**src/rtl/time_counter.sv**
```systemverilog
// time_counter: BCD time-of-day clock on a 1 Hz clock with a RUN / SET_HOUR / SET_MIN editor.
// Define TIME_12H_EN to present hours in 12-hour form with a pm flag; counting is always 00-23.
module time_counter #(
  parameter logic [7:0] HOUR_INIT = 8'h00,
  parameter logic [7:0] MIN_INIT  = 8'h00
) (
  input  logic       sec_clk,
  input  logic       reset,
  input  logic       btn_mode,
  input  logic       btn_inc,
  output logic [7:0] hour_bcd,
  output logic [7:0] min_bcd,
  output logic [7:0] sec_bcd,
  output logic [1:0] mode,
  output logic       day_tick,
  output logic       pm
);

  typedef enum logic [1:0] {
    RUN      = 2'b00,
    SET_HOUR = 2'b01,
    SET_MIN  = 2'b10
  } mode_t;

  mode_t      state_q, state_d;
  logic [7:0] hour_q, hour_d;
  logic [7:0] min_d, sec_d;
  logic       tick_d;
  logic [7:0] disp_d;
  logic       pm_d;
  logic       mode_s, inc_s, armed;
  logic       mode_ev, inc_ev;

  // Two-digit BCD increment that wraps to 00 after the given top value.
  function automatic logic [7:0] bcd_inc(input logic [7:0] v, input logic [7:0] top);
    if (v == top)
      return '0;
    if (v[3:0] == 4'd9)
      return {v[7:4] + 4'd1, 4'd0};
    return v + 8'd1;
  endfunction

`ifdef TIME_12H_EN
  function automatic logic [7:0] to_disp(input logic [7:0] h);
    logic [4:0] b;
    b = 5'(h[7:4]) * 5'd10 + 5'(h[3:0]);
    if (b == 5'd0)
      return 8'h12;
    if (b > 5'd12)
      b = b - 5'd12;
    if (b >= 5'd10)
      return {4'd1, 4'(b - 5'd10)};
    return {4'd0, b[3:0]};
  endfunction

  // BCD ordering matches numeric ordering, so a plain compare suffices.
  function automatic logic to_pm(input logic [7:0] h);
    return (h >= 8'h12);
  endfunction

  localparam logic [7:0] DISP_INIT = to_disp(HOUR_INIT);
  localparam logic       PM_INIT   = to_pm(HOUR_INIT);

  assign disp_d = to_disp(hour_d);
  assign pm_d   = to_pm(hour_d);
`else
  localparam logic [7:0] DISP_INIT = HOUR_INIT;
  localparam logic       PM_INIT   = 1'b0;

  assign disp_d = hour_d;
  assign pm_d   = 1'b0;
`endif

  // armed stays low for the first edge after reset so a button held through
  // reset release is absorbed into the sample registers without firing.
  assign mode_ev = armed & btn_mode & ~mode_s;
  assign inc_ev  = armed & btn_inc & ~inc_s & ~mode_ev;
  assign mode    = state_q;

  always_comb begin
    state_d = state_q;
    hour_d  = hour_q;
    min_d   = min_bcd;
    sec_d   = sec_bcd;
    tick_d  = 1'b0;
    unique case (state_q)
      RUN: begin
        sec_d = bcd_inc(sec_bcd, 8'h59);
        if (sec_bcd == 8'h59) begin
          min_d = bcd_inc(min_bcd, 8'h59);
          if (min_bcd == 8'h59) begin
            hour_d = bcd_inc(hour_q, 8'h23);
            tick_d = (hour_q == 8'h23);
          end
        end
        if (mode_ev)
          state_d = SET_HOUR;
      end
      SET_HOUR: begin
        if (mode_ev)
          state_d = SET_MIN;
        else if (inc_ev)
          hour_d = bcd_inc(hour_q, 8'h23);
      end
      SET_MIN: begin
        if (mode_ev) begin
          state_d = RUN;
          sec_d   = '0;
        end else if (inc_ev) begin
          min_d = bcd_inc(min_bcd, 8'h59);
        end
      end
      default: state_d = RUN;
    endcase
  end

  always_ff @(posedge sec_clk or posedge reset) begin
    if (reset) begin
      state_q  <= RUN;
      hour_q   <= HOUR_INIT;
      hour_bcd <= DISP_INIT;
      pm       <= PM_INIT;
      min_bcd  <= MIN_INIT;
      sec_bcd  <= '0;
      day_tick <= 1'b0;
      mode_s   <= 1'b0;
      inc_s    <= 1'b0;
      armed    <= 1'b0;
    end else begin
      state_q  <= state_d;
      hour_q   <= hour_d;
      hour_bcd <= disp_d;
      pm       <= pm_d;
      min_bcd  <= min_d;
      sec_bcd  <= sec_d;
      day_tick <= tick_d;
      mode_s   <= btn_mode;
      inc_s    <= btn_inc;
      armed    <= 1'b1;
    end
  end

endmodule

```
**config.mk**
```make
export PLATFORM = sky130hd
export DESIGN_NAME = time_counter
export DESIGN_NICKNAME = d
export VERILOG_FILES = /design/src/rtl/time_counter.sv
export SDC_FILE = /design/constraint.sdc
export NUM_CORES = 1
export LEC_CHECK = 0
export ABC_AREA = 1
export BUFFER_PORTS_ARGS = -buffer_cell sky130_fd_sc_hd__buf_2
export CELL_PAD_IN_SITES_DETAIL_PLACEMENT = 1
export CELL_PAD_IN_SITES_GLOBAL_PLACEMENT = 2
export CORE_MARGIN = 8
export CORE_UTILIZATION = 34
export CTS_BUF_LIST = sky130_fd_sc_hd__clkbuf_16
export DETAILED_ROUTE_END_ITERATION = 10
export MAX_ROUTING_LAYER = met4
export PLACE_DENSITY_LB_ADDON = 0.25
export RECOVER_POWER = 25
export SKIP_CTS_REPAIR_TIMING = 1
export SLEW_MARGIN = 20
export SYNTH_ARGS = -nofsm -noshare
export SYNTH_HDL_FRONTEND = slang
export SYNTH_SLANG_ARGS = --single-unit
```
**constraint.sdc**
```tcl
create_clock -name sec_clk -period 3.2 [get_ports sec_clk]
set_clock_uncertainty 0.05 [all_clocks]
set_input_delay 0.8 -clock sec_clk [delete_from_list [all_inputs] [get_ports sec_clk]]
set_output_delay 0.8 -clock sec_clk [all_outputs]
set_load 0.05 [all_outputs]
```
# After elaboration in Yosys (flattened, before gate mapping)
# Index checks and enable logic that the tools add are counted.
dict set report totals {
  reg_bits 30
  wordCells 115
  input_bits 4
  out_inout_bits 28
}
dict set report classes {
  eq_ne 17
  reduce_logical 7
  bitwise 8
  n_addsub 6
  mux 69
}
# operator count
set ops {}
lappend ops {{$mux W8} 24}
lappend ops {{$pmux W8 S2} 3}
lappend ops {{$mux W1} 38}
lappend ops {{$add A8 B1 Y8 const B} 3}
lappend ops {{$ne A2 B2 Y1 const B} 9}
lappend ops {{$eq A8 B7 Y1 const B} 2}
lappend ops {{$add A4 B1 Y4 const B} 3}
lappend ops {{$eq A4 B4 Y1 const B} 3}
lappend ops {{$eq A8 B6 Y1 const B} 1}
lappend ops {{$mux W2} 3}
lappend ops {{$pmux W2 S3} 1}
lappend ops {{$and A1 B1 Y1} 5}
lappend ops {{$reduce_and A5 Y1} 1}
lappend ops {{$reduce_and A4 Y1} 1}
lappend ops {{$reduce_bool A2 Y1} 2}
lappend ops {{$not A1 Y1} 3}
lappend ops {{$reduce_and A3 Y1} 1}
lappend ops {{$eq A2 B1 Y1 const B} 1}
lappend ops {{$eq A2 B2 Y1 const B} 1}
lappend ops {{$logic_not A2 Y1} 1}
lappend ops {{$reduce_and A2 Y1} 1}

# Logic depth before layout (Yosys ltp)
dict set report depth {
  ltp_word 16
  depth_mapped 10
  ltp_nobuf 9
}

# Worst setup path before layout
# Ideal clock, no wire load.
dict set report synth_path {
  kind {register to register}
  start {reg sec_bcd[0]}
  end {reg min_bcd[4]}
  t_required_ns 3.027
  setup_ns 0.123
  stages_incl_launch_ff 10
  setup_slack_ns 1.364
  path_buffers 1
  arrival_ns 1.663
  synth_period_minus_slack_ns 1.836
  path_cell_list {dfrtp_1 ha_1 nand3_4 nor2_4 nand2_1 nand2_1 buf_6 nand2_1 nand2_1 o21ai_1}
}
dict set report synth_between {
  elab_chain_len 3
}
# element line_no
set synth_rtl {}
lappend synth_rtl {{start, declared} 13} ;# output logic [7:0] sec_bcd,
lappend synth_rtl {{start signal, assigned} 124} ;# sec_bcd <= '0;
lappend synth_rtl {{start signal, assigned} 135} ;# sec_bcd <= sec_d;
lappend synth_rtl {{$eq A8 B7 Y1} 89} ;# if (sec_bcd == 8'h59) begin
lappend synth_rtl {{$ne A2 B2 Y1 (no source line)} n/a}
lappend synth_rtl {{$reduce_and A4 Y1 (no source line)} n/a}
lappend synth_rtl {{end signal, assigned} 134} ;# min_bcd <= min_d;
lappend synth_rtl {{end, declared} 12} ;# output logic [7:0] min_bcd,
# No other way between the ends.
# A chain may end at the register's enable or synchronous reset.

==> results.tsv <==
stage	metric	value	unit
setup_path	crit-path max cell delay	1260	ps
setup_path	Setup CP Type	input port to async pin	
floorplanning	Die Wd	92.35	µm
setup_path	crit path cell chain	buf_2 -> inv_1 -> clkbuf_1	
clock_network	clock-pin slew on the worst setup and hold paths	50	ps
final_layout	fraction of layout cells with a size suffix above 1	16.01	%
pwr	Clk pwr share	26.0	%
timing	Hold Fails Final Rpt	0	
place	# port buffers	30	
pwr	Reg power frac	33.3	%
status	status	finished, violations left	
timing	Final setup viols	0	
status	failing checks	max-capacitance violations, max-slew violations	
synthesis	Yosys Warn Count	0	
timing	final period utilization	68.89	%
min_path	Hold Crit Class	flip-flop to flip-flop	
detailed_routing	vias	1855	
pwr	P per Cell Area	727.7	mW/mm²
clock_network	Clock Sink Count	30	
timing	Final WS setup	995.6	ps
synthesis	Yosys reg bits	30	
setup_path	Critical Path Start Type	input port	
flow_run	maxcap violations	1	
timing	worst slew pin tran	1757	ps
synthesis	Avg Cell Area, Syn	7.313	µm²
global_routing	total track usage	14.14	%
synthesis	sequential element share of the synthesized area	37.88	%
clock_network	root buffer cell	clkbuf_16	
detailed_routing	drt drc	0	
setup_path	worst setup path start	reset	
place	Placer Congestion	0.7504	
timing	min Tclk post-route	2204	ps
setup_path	Max stage delay cell, worst path	clkbuf_1	
final_layout	fin util	40.43	%
detailed_routing	Initial DRC Count	89	
floorplanning	Die Height	92.35	µm
synthesis	synthesized area	0.001982	mm²
clock_network	clock buffer depth	2	
synthesis	cell taking the most area after synthesis	dfrtp_1	
pwr	worst vdd ir	0.4669	mV
timing	fmax	453.6	MHz
floorplanning	die footprint	0.008529	mm²
final_layout	fin nets	321	
detailed_routing	wire per inst	13.82	µm
setup_path	Data arrival, critical path	2200	ps
final_layout	Syn-to-layout area delta	17.93	%
setup_path	Crit Path Max Fanout	30	
final_layout	Finished Cell Area	0.002337	mm²
synthesis	largest cells by area after synthesis	dfrtp_1 (38%), nand2_1 (15%), ha_1 (7.6%), inv_1 (6.4%), nand3_1 (6.3%)	
min_path	Hold Path Origin	min_bcd[0]	
synthesis	Syn Inst Count	271	
place	Final HPWL DP	4041	µm
clock_network	CTS tree	done	
setup_path	kind of end point of the critical path	async pin	
timing	Max transition margin	-17.15	%
detailed_routing	Avg Vias per Cell	4.869	
pwr	Logic pwr share	40.7	%
clock_network	TritonCTS Buffers	5	
synthesis	Post-synth top cells	nand2_1 (81), inv_1 (34), dfrtp_1 (30)	
global_routing	initial antenna violation count	0	
timing	max-slew violations	31	
synthesis	most frequent cell after synthesis	nand2_1	
synthesis	FFs w/ async S/R, synth	100.0	%
detailed_routing	final WL	5267	µm
floorplanning	IO Pins	32	
synthesis	Synth Net Count	287	
setup_path	Reg2Reg Launch Point	sec_bcd[1]	
timing	Setup TNS Final	0	ps
place	Area after DPL	0.002205	mm²
synthesis	Yosys top cell area share	37.88	%
pwr	leakage	1.233	nW
clock_network	H-Tree Depth	2	
detailed_routing	Final ANT Viol Nets	0	
setup_path	CP delay by family, top	buffers and inverters	
global_routing	number of global-route vias before repair	1950	
synthesis	EDFF count, synth	0	
place	pre-CTS setup slack	1176	ps
detailed_routing	Pre-antenna DRT Iters	4	
global_routing	largest net degree at the start of global routing	31	
global_routing	grt total ovfl	0	
pwr	internal power	0.9123	mW
setup_path	CP required	3200	ps
pwr	Switching Fraction	46.36	%
clock_network	worst-skew pair later-pin latency	270	ps
timing	RSZ-0062 raised after global routing	no	
floorplanning	Initial Util	34.29	%
floorplanning	row cnt	28	
setup_path	CP bufs+invs	3	
synthesis	Primary FF master, synth	dfrtp_1	
synthesis	Distinct cells, synth	26	
pwr	Psw	0.7885	mW
global_routing	first-pass GRT wire length	9508	µm
floorplanning	core footprint	0.005781	mm²
final_layout	Antenna diodes	0	
[final timing paths]
kind                               to  slack [ps]  cells after the start
hold / removal             min_bcd[0]         510                      1
setup / recovery            hour_q[5]        1000                      3
min in group asynchronous  min_bcd[2]        1090                      3
setup reg to reg           min_bcd[3]        1420                      9
hold reg to reg            min_bcd[0]         510                      1
max in group sec_clk       min_bcd[6]        1220                      1
[power groups by stage]
stage | clock, mW | combinational, mW | sequential, mW
floorplan | 0 | 0.296 | 0.805
global placement | 0 | 0.699 | 0.576
detailed placement | 0 | 0.705 | 0.574
CTS | 0.458 | 0.708 | 0.569
global route | 0.469 | 0.768 | 0.587
finish | 0.442 | 0.693 | 0.566
[logic make-up (layout without fill, tap and decap cells)]
logic type	count (synthesis)	in the layout	share of synthesized area, %
other	2	2	0.3789
buffers and inverters	41	76	8.460
xor gates and xnor gates	7	7	3.093
adders and majority gates	12	12	7.576
AOI/OAI and AO/OA	28	28	7.765
DFF	30	30	37.88
and+or+nand+nor	151	151	34.85
[final cells by class]
| cell class | count | area [µm²] |
|---|---|---|
| inverters | 37 | 138.9 |
| multi-input cells | 200 | 1064 |
| clock inverters | 3 | 12.51 |
| well taps | 75 | 93.84 |
| clock buffers | 5 | 125.1 |
| fillers | 755 | 3443 |
| flip-flops and latches | 30 | 750.7 |
| repair buffers | 31 | 152.6 |
[worst register-to-register path: cells and delay by family (launching register included)]
family | cells | cell delay (ps)
buffers and inverters | 2 | 230
adders and majority gates | 1 | 210
DFF | 1 | 410
and+or+nand+nor | 6 | 760
[registers in the layout (all words and copies together), names as in the netlist]
name	count
day_tick	1
hour_q	8
armed	1
mode_s	1
inc_s	1
sec_bcd	8
mode	2
min_bcd	8
[metrics by stage]
step	hold WS (ps)	instances	power (mW)
after floorplan	496.7	271	1.101
after global placement	473.4	373	1.275
after detailed placement	508.4	373	1.279
after CTS	521.3	381	1.735
after global routing	561.5	381	1.824
final	508.3	381	1.701
[placed cells by master (no fill, tap or decap), types with 3 or more instances in the layout]
cell / n
nand2_1: 81
inv_1: 35
dfrtp_1: 30
buf_2: 29
nand3_1: 25
nor2_1: 22
nand4_1: 12
ha_1: 12
o21ai_0: 8
o21ai_1: 7
a21oi_1: 6
xor2_1: 5
o22ai_1: 5
clkbuf_16: 5
inv_2: 3
[per-layer routing]
metal	GRT usage [%]	up-vias	wire length, µm
li1	-	944	-
met1	17.56	877	2515
met2	21.51	25	2429
met3	3.236	9	193
met4	6.174	0	129
met5	-	-	0
(Power assumes the default switching activity.)
